<file path="config.mk">
export PLATFORM = sky130hd
export DESIGN_NAME = data_mem_lsu
export DESIGN_NICKNAME = d
export VERILOG_FILES = /design/src/rtl/data_mem_lsu.sv
export SDC_FILE = /design/constraint.sdc
export NUM_CORES = 2
export LEC_CHECK = 0
export ABC_AREA = 1
export BUFFER_PORTS_ARGS = -buffer_cell sky130_fd_sc_hd__buf_2
export CAP_MARGIN = 5
export CORE_UTILIZATION = 35
export CTS_CLUSTER_SIZE = 24
export DETAILED_ROUTE_END_ITERATION = 12
export SLEW_MARGIN = 20
export SYNTH_ARGS = -nofsm -noshare
export SYNTH_HDL_FRONTEND = slang
export SYNTH_SLANG_ARGS = --single-unit
</file>
<file path="constraint.sdc">
create_clock -name clk -period 4.32 [get_ports clk]
set_clock_uncertainty 0.05 [all_clocks]
set_input_delay 0.432 -clock clk [delete_from_list [all_inputs] [get_ports clk]]
set_output_delay 0.432 -clock clk [all_outputs]
set_load 0.02 [all_outputs]
</file>
<file path="src/rtl/data_mem_lsu.sv">
// Data memory with load/store formatting for the single-cycle RV32I datapath.
// Loads are combinational (same cycle); stores commit on the rising edge.
// Misaligned or illegal accesses are flagged, and the first one is latched
// into sticky fault registers that only reset clears.
module data_mem_lsu #(
  parameter int DEPTH_WORDS = 64,
  parameter int IDX_W       = $clog2(DEPTH_WORDS)
) (
  input  logic        clk,
  input  logic        rst,
  input  logic        mem_read,
  input  logic        mem_write,
  input  logic [2:0]  funct3,
  input  logic [31:0] addr,
  input  logic [31:0] write_data,
  output logic [31:0] read_data,
  output logic        misaligned,
  output logic        fault_sticky,
  output logic [31:0] fault_addr
);

  localparam int DATA_W = 32;

  logic [DATA_W-1:0] mem_q [DEPTH_WORDS];
  logic              fault_sticky_q, fault_sticky_d;
  logic [DATA_W-1:0] fault_addr_q, fault_addr_d;

  logic [IDX_W-1:0]  idx;
  logic [1:0]        off;
  logic [DATA_W-1:0] cur_word;
  logic [DATA_W-1:0] wr_word_d;
  logic              we_d;
  logic              bad_align;
  logic              load_ok;
  logic              store_ok;

  // Width code 01 is a halfword, 10 a word; bytes are never misaligned.
  function automatic logic is_misaligned(input logic [2:0] f3, input logic [1:0] o);
    logic r;
    r = 1'b0;
    case (f3[1:0])
      2'b01:   r = o[0];
      2'b10:   r = (o != 2'b00);
      default: r = 1'b0;
    endcase
    return r;
  endfunction

  // Extract the addressed byte/halfword and sign- or zero-extend it.
  function automatic logic [DATA_W-1:0] fmt_load(input logic [DATA_W-1:0] w,
                                                 input logic [2:0]        f3,
                                                 input logic [1:0]        o);
    logic signed [7:0]  b;
    logic signed [15:0] h;
    logic [DATA_W-1:0]  r;
    b = w[{o, 3'b000} +: 8];
    h = o[1] ? w[31:16] : w[15:0];
    r = '0;
    case (f3)
      3'b000:  r = 32'(b);
      3'b100:  r = {24'h0, b};
      3'b001:  r = 32'(h);
      3'b101:  r = {16'h0, h};
      3'b010:  r = w;
      default: r = '0;
    endcase
    return r;
  endfunction

  // Merge store data into the existing word; untouched lanes keep their value.
  function automatic logic [DATA_W-1:0] merge_store(input logic [DATA_W-1:0] w,
                                                    input logic [DATA_W-1:0] wd,
                                                    input logic [2:0]        f3,
                                                    input logic [1:0]        o);
    logic [DATA_W-1:0] r;
    r = w;
    case (f3)
      3'b000: r[{o, 3'b000} +: 8] = wd[7:0];
      3'b001: begin
        if (o[1]) r[31:16] = wd[15:0];
        else      r[15:0]  = wd[15:0];
      end
      3'b010:  r = wd;
      default: r = w;
    endcase
    return r;
  endfunction

  assign idx      = addr[IDX_W+1:2];
  assign off      = addr[1:0];
  assign cur_word = mem_q[idx];

  // Access decode, load formatting, store merge and sticky-fault next state.
  always_comb begin
    load_ok        = (funct3 == 3'b000) || (funct3 == 3'b001) || (funct3 == 3'b010) ||
                     (funct3 == 3'b100) || (funct3 == 3'b101);
    store_ok       = (funct3 == 3'b000) || (funct3 == 3'b001) || (funct3 == 3'b010);
    bad_align      = is_misaligned(funct3, off);
    misaligned     = (mem_read | mem_write) &
                     (bad_align | (mem_read & ~load_ok) | (mem_write & ~store_ok));
    read_data      = '0;
    if (mem_read && load_ok && !bad_align) read_data = fmt_load(cur_word, funct3, off);
    we_d           = mem_write & store_ok & ~bad_align;
    wr_word_d      = merge_store(cur_word, write_data, funct3, off);
    fault_sticky_d = fault_sticky_q;
    fault_addr_d   = fault_addr_q;
    if (misaligned && !fault_sticky_q) begin
      fault_sticky_d = 1'b1;
      fault_addr_d   = addr;
    end
  end

  // Memory array and fault registers; reset clears everything and drops any store.
  always_ff @(posedge clk) begin
    if (rst) begin
      for (int i = 0; i < DEPTH_WORDS; i++) mem_q[i] <= '0;
      fault_sticky_q <= 1'b0;
      fault_addr_q   <= '0;
    end else begin
      if (we_d) mem_q[idx] <= wr_word_d;
      fault_sticky_q <= fault_sticky_d;
      fault_addr_q   <= fault_addr_d;
    end
  end

  assign fault_sticky = fault_sticky_q;
  assign fault_addr   = fault_addr_q;

endmodule

</file>
Word-level counts from Yosys, hierarchy flattened
Memories as Yosys holds them, arrays and structs flattened.
Cells that the tools add are included.
Word-level totals
  output and inout port bits: 66
  flip-flop bits (word level): 33
  input bits: 71
  memory bits (writable): 2048
  memories kept: 1
  latch bits: 0
  ROM bits: 0
Cells by class
  reduce and logical (&&, ||, !) cells: 12
  bitwise operators: 11
  mux-type cells: 16
  order comparisons: 0
  add/subtract/negate cells: 1
  multipliers: 0
  divide/modulo/power cells: 0
  equality and inequality tests: 6
  shift-type cells: 3
Memory list
  mem_q: words 64, width 32, read ports 1, clocked after Yosys merged registers in 0, write ports 64, RTL line 24  | logic [DATA_W-1:0] mem_q [DEPTH_WORDS];
Operators by type and width (count)
  $pmux W32 S5: 1
  $pmux W32 S3: 1
  $mux W32: 2
  $mux W16: 3
  $bwmux W32: 1
  $reduce_or A32 Y1: 1
  $shift A8 B7 Y32 const A: 1
  $shiftx A32 B6 Y8: 1
  $shiftx A8 B7 Y32: 1
  $neg A5 Y7: 1
  $eq A3 B3 Y1 const B: 2
  $mux W1: 6
  $mux W6: 1
  $and A1 B1 Y1: 5
  $logic_or A1 B1 Y1: 4
  $eq A3 B1 Y1 const B: 1
  $eq A3 B2 Y1 const B: 1
  $logic_and A1 B1 Y1: 3
  $logic_not A3 Y1: 1
  $not A1 Y1: 3
  $or A1 B1 Y1: 3
  $eq A2 B1 Y1 const B: 1
  $eq A2 B2 Y1 const B: 1
  $logic_not A1 Y1: 2
  2 further kinds: 2

Longest topological paths before layout
  depth after elaboration: 11
  depth in mapped cells: 19
  gate-level depth less buffers: 14

Worst setup path before layout
Ideal clock, no wire load.
  path type: input -> register
  from: in addr[1]
  to: mem mem_q[28][0], enable pin
  required time: 3.881 ns
  arrival time: 3.771 ns
  setup slack: 0.109 ns
  buffers on the path: 5
  cell stages on the path: 13
  library setup time: 0.389 ns
  path through: clkbuf_1 clkinv_1 clkbuf_1 buf_1 ha_1 clkbuf_1 o22ai_1 nand2_1 nand4_4 nor4_2 nand3_1 clkbuf_1 nand2_1
RTL lines
  from (decl): RTL line 14  | input logic [31:0] addr,
  to (decl): RTL line 24

Worst setup path in the final report
  from: in addr[2]
  to: out read_data[12]
On the way
  longest elaborated chain between the ends: 4
  elaborated cells between the ends (all ways): 5
Ends and longest elaborated chain
  $mem_v2 Z64 W32 *
  $shiftx A32 B6 Y8 or $mux W16 (tied branches): RTL line 56, 57
  $pmux W32 S5 *: RTL line 59  | case (f3)
  $mux W32 *: RTL line 102  | if (mem_read && load_ok && !bad_align) read_data = fmt_load(cur_word, funct3, off);
  to (decl): RTL line 16  | output logic [31:0] read_data,
Every way passes the cells marked *; elsewhere a longest branch is shown, timed or not.

==> key figures <==
Status
  – Status: completed

STA
  – Final Hold Fails: 0
  – Final cycle utilization of the critical path: 97.79%
  – RSZ-0062 raised after global routing: no
  – Pins Over Slew Limit: 0
  – Final count of negative-setup-slack endpoints: 0
  – Worst-margin pin slew: 944.2 ps
  – Minimum clock period: 4225 ps
  – FMAX: 236.7 MHz
  – Fin Hold WS: 80.10 ps
  – Slew HR: 36.39%

Synthesis
  – Synth unique cells: 32
  – Synth Cell Area: 0.09703 sq mm
  – Ys Warns: 0
  – Mapped Avg Cell Area: 9.595 sq um
  – Syn Inst Count: 10110
  – Syn_nets: 10190
  – Seq cells post-synth: 2081
  – Sequential-to-total area share from yosys stat: 64.06%

Worst setup path
  – Worst-path cell chain: buf_8 > buf_12 > buf_12 > buf_12 > buf_4 > nand2_1 > o211ai_1 > nand2_1 > o21ai_0 > nand2_1 > nor2_1 > buf_4 > nand3_1 > nand3_1 > nand2_1 > inv_1 > a21oi_1 > buf_2
  – Worst setup SP type: input port
  – Max stage delay on crit path: 450 ps
  – Slowest CP cell: o21ai_0
  – CP startpoint: addr[2]
  – Worst setup EP type: output pin
  – Most frequent CP cell: nand2_1
  – WP data arrival: 3740 ps
  – Crit path max fanout: 65
  – Crit path kind: input port to output pin
  – Reg-to-reg startpoint: mem_q[39][26]
  – Required @ worst endpoint: 3840 ps

Route
  – DR WL/cell: 23.01 um
  – DR iter-0 viols: 9037
  – Via count: 74100
  – Final ANT Viol Nets: 0
  – Drc violations: 0
  – First-pass DRT Iterations: 6
  – Final WL: 325000 um
  – Post-DR vias/cell: 5.247

CTS
  – CTS H-tree depth: 4
  – Num CTS Buffers: 218
  – # clock sinks: 2081
  – Worst-path clk slew: 60 ps
  – Clk_lat worst skew: 910 ps
  – CTS tree: done
  – Clk buf depth: 4
  – CTS Root Cell: clkbuf_16

GRT
  – Grt total ovfl: 0
  – Global-route wire length before repair: 473200 um
  – Largest net degree at the start of global routing: 101
  – Antenna violations before repair: 14
  – Via count of the first global-routing pass: 70100
  – Gr usage total: 22.88%

Floorplan
  – Ports: 137
  – Rows: 192
  – Die Width: 528.5 um
  – Die Area: 0.2793 sq mm
  – Initial Util: 35.34%
  – Die Y: 528.5 um
  – Core area: 0.2746 sq mm

Min path
  – Worst min path class: input port to flop
  – Worst hold start: rst

Layout
  – Area growth, synth to finish: 15.52%
  – Layout cells sized above 1: 12.70%
  – # nets final: 10340
  – Fill count: 26380
  – Final non-filler cell total: 14120

Power and ir drop
  – Worst vdd ir: 336.8 uV
  – Leakage power: 44.53 nW
  – Pwr per Cell Area: 418.8 mW/mm^2

Placed design
  – DP HPWL: 206200 um
  – Post-Place Cells: 13700
  – PortBufs: 136
  – RePlAce Congestion: 0.9147

Job
  – Maxcap violations: 0
==> final timing paths <==
kind	to	slack (ps)	cells past startpoint
worst max-delay path	read_data[12]	100	18
worst min-delay path	fault_sticky	80	5
worst max register to register	mem_q[38][26]	940	15
worst min register to register	fault_addr[14]	430	2
==> metal layers <==
metal	up-vias	part of all wire (%)	global-route usage [%]
met2	3640	45	35.85
met1	36330	40	30.91
met4	8	4.7	9.912
met3	604	10	4.203
li1	33510	-	-
met5	-	0.016	0
==> registers in the layout, indices dropped and copies added, names as in the netlist <==
| signal | cells |
|---|---|
| fault_sticky | 1 |
| fault_addr | 32 |
| mem_q | 2048 |
==> report_power, final <==
group          internal, W  switching (W)
clock              0.00977        0.00785
combinational      0.00174        0.00446
sequential          0.0229       0.000211
==> layout by cell type, fill, tap and decap left out, types with 53 or more instances in the layout <==
master / n
clkbuf_16: 222
or2_2: 271
nand3_1: 394
o21ai_0: 663
edfxtp_1: 2048
buf_4: 414
nor2_1: 2745
inv_1: 798
clkinv_1: 64
o21ai_1: 56
nand2_1: 1676
buf_2: 134
a21oi_1: 114
buf_12: 163
clkbuf_1: 53
o211ai_1: 412
==> worst max-delay path: cells and delay by family <==
kind            cells  cell delay, ps
buf+inv             8            1650
compound gates      3             630
simple gates        7             890
==> metrics by stage <==
| step | util [%] | area, sq um | setup WS, ps | total power (W) | TNS, ps |
|---|---|---|---|---|---|
| finish | 40.82 | 112100 | 95.46 | 0.04695 | 0 |
| global route | 40.82 | 112100 | 2.996 | 0.04830 | 0 |
| CTS | 40.80 | 112000 | 39.81 | 0.04712 | 0 |
| floorplan | - | 97030 | 109.2 | 0.02656 | 0 |
| global placement | 38.34 | 105300 | -385.8 | 0.02955 | -30690 |
| detailed placement | 38.34 | 105300 | -391.7 | 0.02964 | -30980 |
==> synthesized netlist by cell type (all sizes together) <==
library cell | number | area share, %
buf | 416 | 2.3
edfxtp | 2048 | 63
nand3 | 394 | 2.0
ha | 8 | 0.10
nor2 | 2757 | 11
dfxtp | 33 | 0.68
o21ai | 720 | 3.7
nand2 | 1708 | 6.7
nor3 | 12 | 0.083
a21oi | 114 | 0.59
o22ai | 1 | 0.0065
nand4 | 9 | 0.074
clkinv | 2 | 0.0077
o211ai | 412 | 3.2
or2 | 273 | 1.8
inv | 805 | 3.1
clkbuf | 395 | 1.5
nor4 | 6 | 0.11
==> cells by family after synthesis <==
kind of cell / Yosys count / share of synthesized area, %
buf+inv: 1618 / 6.923
fa+ha+maj: 8 / 0.1032
compound gates: 1247 / 7.496
simple gates: 5159 / 21.42
flops: 2081 / 64.06
==> layout make-up <==
type / count / area (sq um) / area share (%)
Multi-Input combinational cell: 6414 / 28410 / 25.34
Inverter: 807 / 3039 / 2.711
Clock buffer: 277 / 5771 / 5.148
Antenna cell: 7 / 17.52 / 0.01563
Timing Repair Buffer: 743 / 7397 / 6.599
Sequential cell: 2081 / 62160 / 55.46
Tap cell: 3686 / 4612 / 4.115
Clock inverter: 107 / 685.7 / 0.6117
==> timing repair <==
action | 4_1_cts | 5_1_grt
hold endpoints to repair | 27 | 0
cloned | 0 | 1
resized for setup | 8 | 11
setup buffers | 0 | 0
endpoints found under the setup margin | 25 | 18
hold buffers | 28 | 0
Power figures use the tool's default switching activity.
